[config.mk]
export PLATFORM = sky130hd
export DESIGN_NAME = tdm_transmit
export DESIGN_NICKNAME = d
export VERILOG_FILES = /design/src/rtl/tdm_pkg.sv /design/src/rtl/sck_gen.sv /design/src/rtl/tdm_transmit.sv
export SDC_FILE = /design/constraint.sdc
export NUM_CORES = 1
export LEC_CHECK = 0
export CORE_AREA = 2 2 98 100
export DETAILED_ROUTE_END_ITERATION = 8
export DIE_AREA = 0 0 100 102
export GPL_TIMING_DRIVEN = 0
export PLACE_DENSITY = 0.82
export SYNTH_ARGS = -nofsm -noshare
export SYNTH_HDL_FRONTEND = slang
export SYNTH_SLANG_ARGS = --single-unit
export TNS_END_PERCENT = 50
[constraint.sdc]
create_clock -name clk_in -period 5.48 [get_ports clk_in]
set_input_delay 1.096 -clock clk_in [delete_from_list [all_inputs] [get_ports clk_in]]
set_output_delay 1.096 -clock clk_in [all_outputs]
set_load 0.01 [all_outputs]
[src/rtl/tdm_pkg.sv]
// Shared definitions for the TDM audio transmitter and receiver.
// Holds the sequencing state type and the default frame geometry.
package tdm_pkg;

    typedef enum logic [1:0] {
        ST_IDLE = 2'd0,
        ST_SYNC = 2'd1,
        ST_RUN  = 2'd2
    } tdm_state_e;

    localparam int TDM_SLOTS               = 2;
    localparam int TDM_SAMPLE_WIDTH        = 24;
    localparam int TDM_SLOT_WIDTH          = 32;
    localparam int TDM_CYCLES_PER_HALF_SCK = 25;

endpackage

[src/rtl/sck_gen.sv]
// SCK divider: free-runs while enabled, parks low when disabled.
// rise/fall strobes are high in the clk_in cycle whose closing edge moves sck_out.
module sck_gen
    import tdm_pkg::*;
#(
    parameter int CYCLES_PER_HALF_SCK = TDM_CYCLES_PER_HALF_SCK
) (
    input  logic clk_in,
    input  logic rst_in,
    input  logic run_in,
    output logic sck_out,
    output logic rise_out,
    output logic fall_out
);

    localparam int CW = (CYCLES_PER_HALF_SCK > 1) ? $clog2(CYCLES_PER_HALF_SCK) : 1;
    localparam logic [CW-1:0] CNT_LAST = CW'(CYCLES_PER_HALF_SCK - 1);

    logic [CW-1:0] cnt_q, cnt_d;
    logic          sck_q, sck_d;
    logic          wrap;

    always_comb begin
        cnt_d = '0;
        sck_d = 1'b0;
        wrap  = 1'b0;
        if (run_in) begin
            wrap  = (cnt_q == CNT_LAST);
            cnt_d = wrap ? '0 : cnt_q + 1'b1;
            sck_d = wrap ? ~sck_q : sck_q;
        end
    end

    always_ff @(posedge clk_in or negedge rst_in) begin
        if (!rst_in) begin
            cnt_q <= '0;
            sck_q <= 1'b0;
        end else begin
            cnt_q <= cnt_d;
            sck_q <= sck_d;
        end
    end

    assign sck_out  = sck_q;
    assign rise_out = wrap & ~sck_q;
    assign fall_out = wrap & sck_q;

endmodule

[src/rtl/tdm_transmit.sv]
// TDM audio serializer: one-deep holding buffer feeding a framed SCK/WS/SD stream.
// state   | meaning
// IDLE    | sck parked low, waiting for enable_in
// SYNC    | one SCK period of ws=1 ahead of the first frame
// RUN     | shifting frame bits; ws marks the last bit when another frame follows
module tdm_transmit
    import tdm_pkg::*;
#(
    parameter int SLOTS               = TDM_SLOTS,
    parameter int SAMPLE_WIDTH        = TDM_SAMPLE_WIDTH,
    parameter int SLOT_WIDTH          = TDM_SLOT_WIDTH,
    parameter int CYCLES_PER_HALF_SCK = TDM_CYCLES_PER_HALF_SCK
) (
    input  logic                           clk_in,
    input  logic                           rst_in,
    input  logic                           enable_in,
    input  logic signed [SAMPLE_WIDTH-1:0] audio_in [SLOTS],
    input  logic                           valid_in,
    output logic                           ready_out,
    output logic                           sck_out,
    output logic                           ws_out,
    output logic                           sd_out,
    output logic                           frame_start_out,
    output logic                           underrun_out
);

    localparam int FRAME_BITS = SLOTS * SLOT_WIDTH;
    localparam int BW = (FRAME_BITS > 1) ? $clog2(FRAME_BITS) : 1;
    localparam logic [BW-1:0] BIT_LAST = BW'(FRAME_BITS - 1);

    tdm_state_e            state_q, state_d;
    logic [BW-1:0]         bit_q, bit_d;
    logic [FRAME_BITS-1:0] frame_q, frame_d;
    logic [FRAME_BITS-1:0] buf_q, buf_d;
    logic                  full_q, full_d;
    logic                  sd_q, sd_d;
    logic                  ws_q, ws_d;
    logic                  fs_q, fs_d;
    logic                  ur_q, ur_d;
    logic [FRAME_BITS-1:0] audio_packed;
    logic                  launch;
    logic                  capture;
    logic                  sck_rise;
    logic                  sck_fall;

    sck_gen #(
        .CYCLES_PER_HALF_SCK(CYCLES_PER_HALF_SCK)
    ) u_sck_gen (
        .clk_in  (clk_in),
        .rst_in  (rst_in),
        .run_in  (state_q != ST_IDLE),
        .sck_out (sck_out),
        .rise_out(sck_rise),
        .fall_out(sck_fall)
    );

    // Frame bit 0 sits at the MSB; padding bits stay zero.
    always_comb begin
        audio_packed = '0;
        for (int s = 0; s < SLOTS; s++) begin
            audio_packed[FRAME_BITS-1-s*SLOT_WIDTH -: SAMPLE_WIDTH] = audio_in[s];
        end
    end

    always_comb begin
        state_d = state_q;
        bit_d   = bit_q;
        frame_d = frame_q;
        buf_d   = buf_q;
        full_d  = full_q;
        sd_d    = sd_q;
        ws_d    = ws_q;
        fs_d    = 1'b0;
        ur_d    = 1'b0;
        launch  = 1'b0;

        case (state_q)
            ST_IDLE: begin
                if (enable_in) begin
                    state_d = ST_SYNC;
                    ws_d    = 1'b1;
                    sd_d    = 1'b0;
                end
            end
            ST_SYNC: begin
                launch = sck_fall;
            end
            ST_RUN: begin
                if (sck_fall) begin
                    if (bit_q == BIT_LAST) begin
                        // ws on the last bit already recorded whether to continue
                        if (ws_q) begin
                            launch = 1'b1;
                        end else begin
                            state_d = ST_IDLE;
                            bit_d   = '0;
                            sd_d    = 1'b0;
                            ws_d    = 1'b0;
                        end
                    end else begin
                        bit_d = bit_q + 1'b1;
                        sd_d  = frame_q[BIT_LAST - bit_d];
                        ws_d  = (bit_d == BIT_LAST) && enable_in;
                    end
                end
            end
            default: state_d = ST_IDLE;
        endcase

        if (launch) begin
            state_d = ST_RUN;
            bit_d   = '0;
            ws_d    = 1'b0;
            fs_d    = 1'b1;
            if (full_q) begin
                frame_d = buf_q;
                full_d  = 1'b0;
            end else begin
                ur_d = 1'b1;
            end
            sd_d = frame_d[FRAME_BITS-1];
        end

        // A load in this cycle frees the buffer, so a simultaneous capture refills it.
        capture = valid_in && (!full_q || launch);
        if (capture) begin
            buf_d  = audio_packed;
            full_d = 1'b1;
        end
    end

    always_ff @(posedge clk_in or negedge rst_in) begin
        if (!rst_in) begin
            state_q <= ST_IDLE;
            bit_q   <= '0;
            frame_q <= '0;
            buf_q   <= '0;
            full_q  <= 1'b0;
            sd_q    <= 1'b0;
            ws_q    <= 1'b0;
            fs_q    <= 1'b0;
            ur_q    <= 1'b0;
        end else begin
            state_q <= state_d;
            bit_q   <= bit_d;
            frame_q <= frame_d;
            buf_q   <= buf_d;
            full_q  <= full_d;
            sd_q    <= sd_d;
            ws_q    <= ws_d;
            fs_q    <= fs_d;
            ur_q    <= ur_d;
        end
    end

    assign ready_out       = ~full_q;
    assign ws_out          = ws_q;
    assign sd_out          = sd_q;
    assign frame_start_out = fs_q;
    assign underrun_out    = ur_q;

endmodule

; Word level (Yosys, flattened, before mapping)
; Index checks and enable logic that the tools add are counted.
[classes]
reduce_logical = 15
addsub = 3
order_cmp = 1
n_mux = 39
eq_ne = 13
bitwise_logic = 3
[ops]
columns = cell, count
row1 = $mux W64, 1
row2 = $mux W6, 5
row3 = $mux W1, 21
row4 = $ne A3 B3 Y1 const B, 5
row5 = $eq A6 B6 Y1 const B, 2
row6 = $mux W2, 5
row7 = $mux W5, 2
row8 = $reduce_bool A2 Y1, 4
row9 = $lt A6 B7 Y1 const B, 1
row10 = $add A6 B1 Y6 const B, 1
row11 = $bmux W1 S6, 1
row12 = $pmux W1 S2, 3
row13 = $pmux W2 S3, 1
row14 = $reduce_and A3 Y1, 2
row15 = $sub A6 B6 Y6 const A, 1
row16 = $add A5 B1 Y5 const B, 1
row17 = $eq A5 B5 Y1 const B, 1
row18 = $reduce_and A5 Y1, 1
row19 = $ne A2 B2 Y1 const B, 2
row20 = $ne A4 B4 Y1 const B, 1
row21 = $reduce_and A4 Y1, 1
row22 = $reduce_bool A3 Y1, 1
row23 = $eq A2 B1 Y1 const B, 1
row24 = $eq A2 B2 Y1 const B, 1
row25 = 7 further kinds, 9
[word_totals]
word_cells = 86
output_inout_bits = 6
input_bits = 52
regBits = 115

; Longest topological paths before layout
[depth]
ltp_word = 8
ltp_mapped = 10
mapped_depth_nobuf = 8

; By module
; Synthesis repeated with hierarchy kept, for this count alone.
[unflattened]
cells_unflattened = 354
hier_area_um2 = 5258.8
[by_module_without_submodules]
columns = mod, cells_each, area_per_inst_um2, n_inst
row1 = tdm_transmit, 321, 4932.2, 1
row2 = sck_gen, 33, 326.6, 1

; Worst setup path before layout
; Ideal clock, no wire load.
[synth_path]
kind = register to register
startpoint = register bit_q[0]
endpoint = register sd_q (netlist: sd_out)
setup_slack_ps = 3200
t_arrival_ps = 2162
setup_ps = 118
stages_incl_launch_ff = 10
path_cell_list = dfrtp_1 buf_1 inv_1 ha_1 buf_1 mux4_2 mux2_2 nand2_1 nand4_1 a21o_1
[synth_between]
elab_chain_cells = 8
[synth_lines]
columns = item, line
row1 = "start, declared", tdm_transmit.sv:32  ; logic [BW-1:0] bit_q, bit_d;
row2 = "start signal, assigned", tdm_transmit.sv:145  ; bit_q <= bit_d;
row3 = $add A6 B1 Y6, tdm_transmit.sv:101  ; bit_d = bit_q + 1'b1;
row4 = $sub A6 B6 Y6, tdm_transmit.sv:102  ; sd_d = frame_q[BIT_LAST - bit_d];
row5 = $bmux W1 S6, tdm_transmit.sv:102
row6 = $mux W1 (not written as such), tdm_transmit.sv:102
row7 = $mux W1, tdm_transmit.sv:90  ; if (bit_q == BIT_LAST) begin
row8 = $mux W1, tdm_transmit.sv:89  ; if (sck_fall) begin
row9 = $pmux W1 S2, tdm_transmit.sv:77  ; case (state_q)
row10 = $mux W1, tdm_transmit.sv:110  ; if (launch) begin
row11 = "end signal, assigned", tdm_transmit.sv:139  ; sd_q <= 1'b0;
row12 = "end signal, assigned", tdm_transmit.sv:149  ; sd_q <= sd_d;
row13 = "end, declared", tdm_transmit.sv:36  ; logic sd_q, sd_d;
; Parallel ways exist; a longest one is shown, timed or not. The select of a mux whose other input is x is not followed.
; A chain may end at the register's enable or synchronous reset.

; Final worst setup path
; Same ends and word-level chain as after synthesis.

==> impl_metrics.ini <==
[run_status]
outcome = finished clean

[run]
maxCapViolCount = 0

[synthesis]
synth_edf_count = 0
synth_compound_area_frac = 0.05353
synth_top_family_by_area = multiplexers
yosysMostFrequentCell = dfrtp_1
synthTopCellsByCount = dfrtp_1, mux2_2, nand2_1
synthTopCellsByArea = dfrtp_1, mux2_2, mux2_4
synth.ff_latch_count = 115
synth-simple-area-share = 0.08512
syn_area_per_cell_um2 = 13.33
yosys.area_share.xor_xnor = 0.01674
synth_ff_type = dfrtp_1
yosys_warnings = 0
netlist-cell-type-count = 48
netlist_area_um2 = 5306
ys_seq_area_frac = 0.5423
yosysTopAreaCell = dfrtp_1
synth_top_cell_area_share = 0.5423
synthAdderAreaFrac = 0.01651
synthMuxAreaShare = 0.2523
async_reset_ff_frac = 1.000
syn_inst = 398
synthesis.nets = 457

[worst_setup_path]
path_class = reg2reg
cp_num_buf_inv = 3
path_max_fanout = 10
end_kind = register
cpMaxStageDelayCell = buf_1
critical_path_arrival_ns = 3.37
critical_path.cell_chain = buf_1 > inv_1 > ha_1 > buf_1 > nor2b_1 > a32oi_1 > a31oi_1 > a31oi_1 > a21o_1
crit_family = buffers and inverters
rrSetupSlack_ns = 2.50
slowest_delay_ns = 0.45
worst_ep_required_time_ns = 5.87
start_kind = register

[detailed_routing]
firstDrtPassIters = 4
drc = 0
wirelength_mm = 10.12
dr.first_iter.drc_count = 160
drt.antenna.violating_nets = 0
wl_per_cell_um = 16.92
via_per_inst = 5.677
vias = 3395

[power_and_ir_drop]
p_int_uw = 1588
p_sw_uw = 467.0
p_clk_frac = 0.497
p_leak_uw = 0.003208
p_sw_frac = 0.2272
combPwrFrac = 0.078
p_per_area_nw_per_um2 = 311.9
ir_worst_vdd_mv = 0.2248
power_uw = 2055
power_frac_seq = 0.426

[clock_tree]
cts_hold_buf = 0
insertion_delay_ns = 0.51
cts_inserted_buffers = 17
path_clk_slew_ns = 0.05
clock_path_buffers = 2
cts_resized = 0
cts_sinks = 115
cts_max_level = 4
post-cts-setup-buffers = 0
cts_root_buf = clkbuf_8
cts_tree = yes

[global_route]
grt_usage = 0.2200
grtUsageMet3 = 0.05882
grt_use_met2 = 0.3576
met1_usage = 0.2848
grt_max_degree = 77
grt_pass1_wl_mm = 17.17
antenna_found_initial = 0
grt-busiest-layer = met2
grt_overflow = 0
grt_pass1_vias = 3508

[timing]
finalMaxSlewViolations = 0
hold_viol_final = 0
post-route-min-period_ns = 2.977
max-slew-margin-rel = 0.6396
setup_violations = 0
clock_skew_ns = 0.009563
post-route-period-util = 0.5432
fmax_mhz = 336.0
worst_slew_pin_slew_ns = 0.5407
rsz0062_at_grt = no

[floorplan]
dieArea_um2 = 10200
coreArea_um2 = 9109
chipWidth_um = 100
rows = 35
io_pins = 58
start_util = 0.5826
die_height_um = 102

[placement]
port_buffers = 57
gp_congestion = 0.8417
place_hpwl_mm = 7.060

[finish]
fin_nets = 534
final_util = 0.7234
area_growth_pct = 24.17
drive_gt1_frac = 0.3224
diodes = 0
fillers = 613

[min_path]
holdCritPathClass = reg2reg
[cells in the final DEF, fill, tap and decap left out, drive strengths merged, types with 11 or more instances in the layout]
| cell type | n |
|---|---|
| buf | 19 |
| clkdlybuf4s50 | 56 |
| mux2 | 98 |
| o21ai | 11 |
| dfrtp | 115 |
| inv | 12 |
| nor2 | 15 |
| nand2 | 36 |
| clkbuf | 22 |
| nand3 | 13 |
[sequential cells by signal, summed over array words and instances, names as in the netlist, 2 cells and up]
signal,flops
bit_q,6
buf_q,48
frame_q,48
state_q,2
u_sck_gen.cnt_q,5
[metrics by stage]
stage,worst slack [ns],area (µm²),setup TNS (ns),instances,hold slack (ns)
detailed placement,2.556,6041,0,567,0.4934
global route,2.351,6589,0,598,0.5136
CTS,2.489,6589,0,598,0.5031
floorplan,3.200,5306,0,398,0.4547
global placement,-0.8759,6016,-99.95,566,0.4686
finish,2.503,6589,0,598,0.4985
[area by class of cell]
cell class,instances,area (µm²),area share
sequential,115,2878,0.4368
multi-input combinational,252,2251,0.3416
buffer,19,132.6,0.02013
inverter,12,45.04,0.006836
tap,111,138.9,0.02108
clock buffer,20,435.4,0.06608
clock inverter,11,112.6,0.01709
timing repair buffer,58,595.6,0.09039
[per-layer routing]
metal / up-vias / routed length [µm]
met5: - / 0
met4: 0 / 191
met3: 17 / 422
met2: 87 / 5078
met1: 1726 / 4425
li1: 1565 / -
[logic make-up (layout without fill, tap and decap cells)]
logic type | Yosys count | in the layout
xor+xnor | 8 | 8
fa+ha+maj | 7 | 7
buf+inv | 31 | 120
mux | 109 | 109
flops | 115 | 115
compound gates | 40 | 40
simple gates | 88 | 88
[worst reg2reg max path, stage by stage (launching register included)]
cell	delay [ns]
dfrtp_1	0.44
buf_1	0.45
inv_1	0.19
ha_1	0.32
buf_1	0.39
nor2b_1	0.45
a32oi_1	0.15
a31oi_1	0.19
a31oi_1	0.10
a21o_1	0.19
[power by group through the flow]
stage / clock [µW] / sequential [µW] / combinational (µW)
6_report: 1020 / 875 / 159
4_1_cts: 1030 / 875 / 161
5_1_grt: 1080 / 876 / 179
3_5_place_dp: 0 / 890 / 160
2_1_floorplan: 0 / 887 / 86.4
3_3_place_gp: 0 / 888 / 151
[worst paths after layout]
kind | start | end | cells past startpoint
worst max-delay path | bit_q[0]$_DFFE_PN0P_ | sd_out$_DFFE_PN0P_ | 9
worst min-delay path | u_sck_gen.cnt_q[0]$_DFF_PN0_ | u_sck_gen.cnt_q[0]$_DFF_PN0_ | 1
worst max register to register | bit_q[0]$_DFFE_PN0P_ | sd_out$_DFFE_PN0P_ | 9
worst min register to register | u_sck_gen.cnt_q[0]$_DFF_PN0_ | u_sck_gen.cnt_q[0]$_DFF_PN0_ | 1
max in group asynchronous | rst_in | frame_q[30]$_DFFE_PN0P_ | 2
min in group asynchronous | rst_in | u_sck_gen.cnt_q[4]$_DFF_PN0_ | 1
Power figures use the tool's default switching activity.
